[config.mk]
export PLATFORM = sky130hd
export DESIGN_NAME = bcd_display_scanner
export DESIGN_NICKNAME = d
export VERILOG_FILES = /design/src/rtl/bcd_display_scanner.sv
export SDC_FILE = /design/constraint.sdc
export NUM_CORES = 1
export LEC_CHECK = 0
export CAP_MARGIN = 30
export CORE_MARGIN = 4
export CORE_UTILIZATION = 62
export DETAILED_ROUTE_END_ITERATION = 8
export DONT_BUFFER_PORTS = 1
export PLACE_DENSITY_LB_ADDON = 0.15
export SYNTH_ARGS = -nofsm -noshare
export SYNTH_HDL_FRONTEND = slang
export SYNTH_SLANG_ARGS = --single-unit
[constraint.sdc]
create_clock -name clk -period 3.5 [get_ports clk]
set_clock_uncertainty 0.1 [all_clocks]
set_input_delay 0.35 -clock clk [delete_from_list [all_inputs] [get_ports clk]]
set_output_delay 0.35 -clock clk [all_outputs]
set_load 0.01 [all_outputs]
[src/rtl/bcd_display_scanner.sv]
// Time-multiplexed 7-segment scanner for packed BCD values, with per-frame snapshot
// so a running counter upstream never tears a displayed frame.
module bcd_display_scanner #(
   parameter int N             = 4,
   parameter int PRESCALE      = 50000,
   parameter int BLANK_LEADING = 1
) (
   input  logic           clk,
   input  logic           reset_n,
   input  logic [4*N-1:0] value,
   input  logic [N-1:0]   dp_mask,
   input  logic           blank,
   output logic [6:0]     seg_n,
   output logic           dp_n,
   output logic [N-1:0]   an_n,
   output logic           frame_start
);

   localparam int PW = (PRESCALE > 1) ? $clog2(PRESCALE) : 1;
   localparam int IW = (N > 1) ? $clog2(N) : 1;
   localparam logic [PW-1:0] PCNT_LAST = PW'(PRESCALE - 1);
   localparam logic [IW-1:0] IDX_LAST  = IW'(N - 1);

   logic [PW-1:0]  pcnt;
   logic           tick;
   logic [IW-1:0]  idx;
   logic [IW-1:0]  next_idx;
   logic           frame_begin;
   logic [4*N-1:0] snap;
   logic [N-1:0]   dp_snap;
   logic [4*N-1:0] frame_data;
   logic [N-1:0]   frame_dp;
   logic [N-1:0]   lz_blank;
   logic           zero_run;
   logic [3:0]     nibble;
   logic           digit_dp;
   logic           digit_blank;
   logic [6:0]     seg_next;
   logic           dp_next;

   function automatic logic [6:0] decode_digit(input logic [3:0] d);
      logic [6:0] s;
      case (d)
         4'd0:    s = 7'h40;
         4'd1:    s = 7'h79;
         4'd2:    s = 7'h24;
         4'd3:    s = 7'h30;
         4'd4:    s = 7'h19;
         4'd5:    s = 7'h12;
         4'd6:    s = 7'h02;
         4'd7:    s = 7'h78;
         4'd8:    s = 7'h00;
         4'd9:    s = 7'h10;
         default: s = 7'h3F;
      endcase
      return s;
   endfunction

   assign tick        = (pcnt == PCNT_LAST);
   assign next_idx    = (idx == IDX_LAST) ? '0 : idx + 1'b1;
   assign frame_begin = (next_idx == '0);

   // Digit 0 decodes straight from the incoming bus on the edge that captures it.
   assign frame_data = frame_begin ? value : snap;
   assign frame_dp   = frame_begin ? dp_mask : dp_snap;

   always_comb begin
      zero_run = 1'b1;
      lz_blank = '0;
      for (int i = N - 1; i >= 0; i--) begin
         zero_run = zero_run & (frame_data[4*i +: 4] == 4'd0);
         if (i > 0 && BLANK_LEADING != 0)
            lz_blank[i] = zero_run;
      end
   end

   always_comb begin
      nibble      = '0;
      digit_dp    = 1'b0;
      digit_blank = 1'b0;
      for (int i = 0; i < N; i++) begin
         if (next_idx == IW'(i)) begin
            nibble      = frame_data[4*i +: 4];
            digit_dp    = frame_dp[i];
            digit_blank = lz_blank[i];
         end
      end
   end

   always_comb begin
      seg_next = decode_digit(nibble);
      dp_next  = ~digit_dp;
      if (digit_blank)
         seg_next = 7'h7F;
      if (blank) begin
         seg_next = 7'h7F;
         dp_next  = 1'b1;
      end
   end

   always_ff @(posedge clk or negedge reset_n) begin
      if (!reset_n)
         pcnt <= '0;
      else if (tick)
         pcnt <= '0;
      else
         pcnt <= pcnt + 1'b1;
   end

   always_ff @(posedge clk or negedge reset_n) begin
      if (!reset_n) begin
         idx         <= IDX_LAST;
         snap        <= '0;
         dp_snap     <= '0;
         seg_n       <= 7'h7F;
         dp_n        <= 1'b1;
         an_n        <= '1;
         frame_start <= 1'b0;
      end else begin
         frame_start <= tick && frame_begin;
         if (tick) begin
            idx   <= next_idx;
            an_n  <= ~(N'(1) << next_idx);
            seg_n <= seg_next;
            dp_n  <= dp_next;
            if (frame_begin) begin
               snap    <= value;
               dp_snap <= dp_mask;
            end
         end
      end
   end

endmodule

Word level (Yosys, flattened, before mapping)

Memories as Yosys holds them, arrays and structs flattened.
Index checks and enable logic that the tools add are counted.

Add/sub/neg operators: 2
Equal/unequal tests: 5
Shifts and indexed selects: 1
Mux-type cells: 18
Bitwise gates (word level): 4
Reduce and logical (&&, ||, !) cells: 5

Operator list:

| operator                                                               | count |
|---|---|
| 16-bit two-way mux                                                     | 2 |
| 4-bit two-way mux                                                      | 5 |
| 16-bit by 1-bit adder with 16-bit output (second input constant)       | 1 |
| 16-bit equality test (second input constant)                           | 1 |
| 7-bit two-way mux                                                      | 2 |
| 4-bit logical NOT                                                      | 3 |
| 1-bit two-way mux                                                      | 8 |
| 2-bit equality test (second input constant)                            | 3 |
| 4-bit inverter                                                         | 1 |
| 1-bit by 2-bit left shift with 4-bit output (first input constant)     | 1 |
| 2-bit by 1-bit adder with 2-bit output (second input constant)         | 1 |
| 1-bit AND                                                              | 2 |
| 2-bit by 1-bit equality test with 1-bit output (second input constant) | 1 |
| 2-bit logical NOT                                                      | 1 |
| 2-bit two-way mux                                                      | 1 |
| 1-bit logical AND                                                      | 1 |
| 1-bit inverter                                                         | 1 |

Flip-flop bits (word level): 51
Memory bits (read-only): 112
Input bits: 23
Output and inout port bits: 13
Word-level logic and storage cells: 44
Memories: 1

Memories:

| memory           | words | width | read ports | clocked after memory_dff | wr ports | line | source |
|---|---|---|---|---|---|---|---|
| (name not given) | 16    | 7     | 1          | 0                        | 0        | 43   | `case (d)` |

Depth between registers and ports, before layout

Gate-level depths: netlist of the first run.

Word-level depth: 12
Mapped depth: 12
Depth with buffers taken out: 11

Least setup slack after synthesis of the first run

Ideal clock, no wire load.

Kind: register to register
Start point: register idx[0]
End point: register seg_n[6]
Library setup time: 0.077 ns
Data arrival time: 2.584 ns
Data required time: 3.323 ns
Setup slack: 0.738 ns
Stages on the path, launching flop included: 12
Path buffers: 1
Period minus slack after synthesis: 2.762 ns
Cell sequence: dfstp_2 inv_1 ha_1 buf_6 and2b_1 a221o_1 a22oi_1 inv_1 ha_1 mux2_1 a21oi_1 nor2_1

Cells in the longest elaborated chain, start to end: 12
Elaborated cells on any way between the ends: 23
Classes of those cells: add/sub: 1; eq/ne: 4; mux: 11; bitwise: 2; reduce/logical: 4; memory: 1

RTL lines:

| what                                                                          | line | source |
|---|---|---|
| start: declaration                                                            | 26   | `logic [IW-1:0] idx;` |
| start signal: assignment                                                      | 122  | `idx <= next_idx;` |
| 2-bit by 1-bit adder with 2-bit output or 2-bit equality test (tied branches) | 60   | `assign next_idx = (idx == IDX_LAST) ? '0 : idx + 1'b1;` |
| 2-bit two-way mux (*)                                                         | 60   |  |
| branches (longest 8 deep; another with memory read 16 x 7 bit)                | -    |  |
| 7-bit two-way mux (*)                                                         | 93   | `if (digit_blank)` |
| 7-bit two-way mux (*)                                                         | 95   | `if (blank) begin` |
| end signal: assignment                                                        | 124  | `seg_n <= seg_next;` |
| end: declaration                                                              | 13   | `output logic [6:0] seg_n,` |

Every way passes the cells marked *.
A chain may end at the register's enable or synchronous reset.

Worst setup path after layout of the first run

Same ends and word-level chain as after synthesis.

==> impl_metrics.py, run 1 <==
metrics = {
    "hold_path": {
        "hold_depth": 1,
        "hold_start": "dp_mask[3]",
        "hold_path_end": "dp_snap[3]",
        "holdCritPathClass": "input pin to flip-flop",
    },
    "detailed_routing": {
        "route.met2.wl_mm": 2.61,
        "highest-signal-layer": "met4",
        "dr_wl_met3_um": 404,
        "wl_met1_mm": 2.15,
        "wl_per_cell_um": 18.0,
        "drc_errors": 0,
        "drt-initial-drc-count": 126,
        "vias_per_cell": 6.16,
        "dr.pass1.iters": 4,
        "finalWirelength_mm": 5.23,
        "antenna_left": 0,
        "dr_total_vias": 1794,
    },
    "synthesis": {
        "yosysTopAreaCellShare_pct": 31.4,
        "synth_commonest_cells": "dfrtp_1, nand2_1, nor2_1",
        "synth_enable_flop_cells": 0,
        "yosysMostFrequentCell": "dfrtp_1",
        "synth_cell_types": 48,
        "yosysTopAreaCell": "dfrtp_1",
        "synth-async-reset-ratio_pct": 100,
        "synth-main-ff-cell": "dfrtp_1",
        "yosysSeqAreaShare_pct": 45.8,
        "syn-num-nets": 273,
        "synth_area_leaders": "dfrtp_1, dfstp_2, mux2_2",
        "ys.warnings.count": 0,
        "synth.avg_cell_area_um2": 10.7,
        "synth_seq_cells": 46,
        "synth_cells": 238,
        "syn-cell-area_um2": 2550,
    },
    "timing": {
        "layout_min_cycle_time_ps": 3120,
        "setup_violations": 0,
        "tns_ps": 0,
        "rsz0062_at_grt": "no",
        "hold_viol": 0,
        "fmax_mhz": 320,
        "worst_pin_slew_ps": 536,
        "setup_slack_ps": 375,
        "slew_headroom_pct": 64.3,
        "slew_viol_final": 0,
        "hold_slack_ps": 95.1,
        "fin_crit_sh_pct": 89.3,
    },
    "cells_and_area": {
        "multi_input_area_um2": 1300,
        "fin_util_pct": 67.7,
        "drive_above_1_share_pct": 22.8,
        "fillCellCount": 309,
        "n_antenna_cell": 0,
        "final_net_count": 275,
        "area_growth_pct": 6.13,
        "register_area_um2": 1170,
    },
    "run_status": {
        "status": "finished clean",
    },
    "setup_path": {
        "cp_slowest_cell": "dfstp_2",
        "cp_slowest_stage_delay_ps": 580,
        "reg2reg_to": "seg_n[6]",
        "setup.worst_path.start_class": "flip-flop",
        "critPathKind": "flip-flop to flip-flop",
        "cp.required_ps": 3630,
        "worst-path-max-fanout": 8,
        "r2r_slack_ps": 380,
        "endpoint_kind": "flip-flop",
        "crit_arrival_ps": 3250,
        "timing.rr.start": "idx[0]",
        "path_cells": "inv_1, ha_1, and2b_1, a221o_1, a22oi_1, inv_1, ha_1, mux2_1, a21oi_1, nor2_1",
        "rr_worst_depth": 10,
    },
    "clock_tree": {
        "cts_setup_buffers": 0,
        "cts_tree": "built",
        "numCtsBuffers": 5,
        "cts_max_path_buffers": 2,
        "clkSlewWorstSetupHoldPaths_ps": 90,
        "cts_resized": 0,
        "clockRootBuffer": "clkbuf_8",
        "clk_latency_ps": 300,
        "htreeDepth": 2,
        "cts.sinks": 46,
        "cts_hold_buf": 2,
    },
    "placement": {
        "hpwlAfterDp_mm": 3.89,
        "pre_cts_slack_ps": 409,
        "gp_congestion": 0.899,
        "port_buffers": 0,
    },
    "floorplan": {
        "fp.dieW_um": 72.1,
        "dieHeight_um": 72.1,
        "io_pins": 36,
        "dieArea_um2": 5200,
        "initial_utilization_pct": 63.8,
        "rows": 23,
        "core_area_um2": 4000,
    },
    "global_route": {
        "grt_first_pass_wirelength_mm": 9.03,
        "antenna_found_initial": 0,
        "grt_pass1_vias": 1871,
        "grt_use_total_pct": 22.1,
        "grt_max_degree": 47,
        "grt_overflow": 0,
    },
    "flow_run": {
        "drv_cap": 0,
    },
    "pwr": {
        "finalPower_w": 0.000932,
        "vdd_drop_max_uv": 285,
        "power_leakage_nw": 1.16,
        "powerDensity_nw_per_um2": 344,
    },
}
==> worst max-delay path, delay by kind of cell (launching register included) <==
| kind | cells | cell delay (ps) |
|---|---|---|
| compound gates | 3 | 950 |
| fa+ha+maj | 2 | 530 |
| flops | 1 | 580 |
| mux | 1 | 280 |
| simple gates | 2 | 360 |
| buf+inv | 2 | 260 |
==> layer usage <==
metal  track usage (%)  vias to the layer above
met5                 0                        -
met4              7.10                        0
met3              7.06                        7
met2              36.4                       63
met1              27.7                      886
li1                  -                      838
==> kinds of logic (layout without fill, tap and decap cells) <==
family                     count (synthesis)  in the layout  share of synthesized area [%]
AOI/OAI and AO/OA                         38             38                           11.7
and+or+nand+nor                           83             83                           15.9
adders and majority gates                 12             12                           5.89
DFF                                       46             46                           45.8
buffers and inverters                     17             20                           3.24
xor gates and xnor gates                  12             12                           4.12
muxes                                     30             30                           13.3
==> report_power, final <==
group	leakage [nW]	internal (W)	switching, W	total, W
registers	0.532	0.000544	0.00000880	0.000552
clock network	0.0441	0.000140	0.000181	0.000322
logic	0.584	0.0000280	0.0000302	0.0000582
==> worst max path at each step <==
stage | start | endpoint | slack (ps)
2_1_floorplan | idx[0] | seg_n[6] | 740
3_3_place_gp | idx[0] | seg_n[6] | 590
3_5_place_dp | idx[0] | seg_n[6] | 410
4_1_cts | idx[0] | seg_n[6] | 400
5_1_grt | idx[0] | seg_n[6] | 190
6_report | idx[0] | seg_n[6] | 380
==> sequential cells by signal, summed over array words and instances, names as in the netlist <==
signal       count
dp_snap          3
pcnt            16
seg_n            7
snap            12
frame_start      1
an_n             4
dp_n             1
idx              2
==> layout make-up <==
class                      instances  share of cell area (%)
sequential                        46                    43.2
multi-input combinational        175                    48.0
clock inverter                     3                   0.786
clock buffer                       5                    2.54
tap                               50                    2.31
inverter                           7                   0.970
timing repair buffer               5                    2.22
==> cells in the final DEF, fill, tap and decap left out, types with 2 or more instances in the layout <==
| cell | n |
|---|---|
| dfrtp_1 | 32 |
| nand2_1 | 24 |
| nor2_1 | 23 |
| mux2_2 | 17 |
| dfstp_2 | 14 |
| a21oi_1 | 12 |
| ha_1 | 12 |
| nand3_1 | 11 |
| mux2i_1 | 8 |
| o21ai_0 | 8 |
| xor2_1 | 8 |
| inv_1 | 7 |
| and3_1 | 5 |
| clkbuf_8 | 5 |
| xnor2_1 | 4 |
| nor4_1 | 4 |
| mux2_4 | 3 |
| or3_1 | 3 |
| buf_4 | 3 |
| a221o_1 | 2 |
| mux2_1 | 2 |
| a221oi_1 | 2 |
| a21o_1 | 2 |
| a211oi_1 | 2 |
| nand2b_1 | 2 |
==> metrics by stage <==
step           cell area (um2)  std cells
6_report                  2710        291
5_1_grt                   2710        291
4_1_cts                   2710        291
3_5_place_dp              2580        281
3_3_place_gp              2580        281
2_1_floorplan             2550        238
Note: power is estimated with default switching activity, not from simulation.
==> run 2: changes to the inputs <==
Settings changed: CTS_BUF_LIST from default to sky130_fd_sc_hd__clkbuf_4 sky130_fd_sc_hd__clkbuf_8 sky130_fd_sc_hd__clkbuf_16.
==> results of run 2 <==
Final layout, timing and power as in run 1 (identical DEF).
==> run 3: changes to the inputs <==
Settings changed: GPL_ROUTABILITY_DRIVEN from default to 1, SLEW_MARGIN from default to 20.
==> results of run 3 <==
Final layout, timing and power as in run 1 (identical DEF).
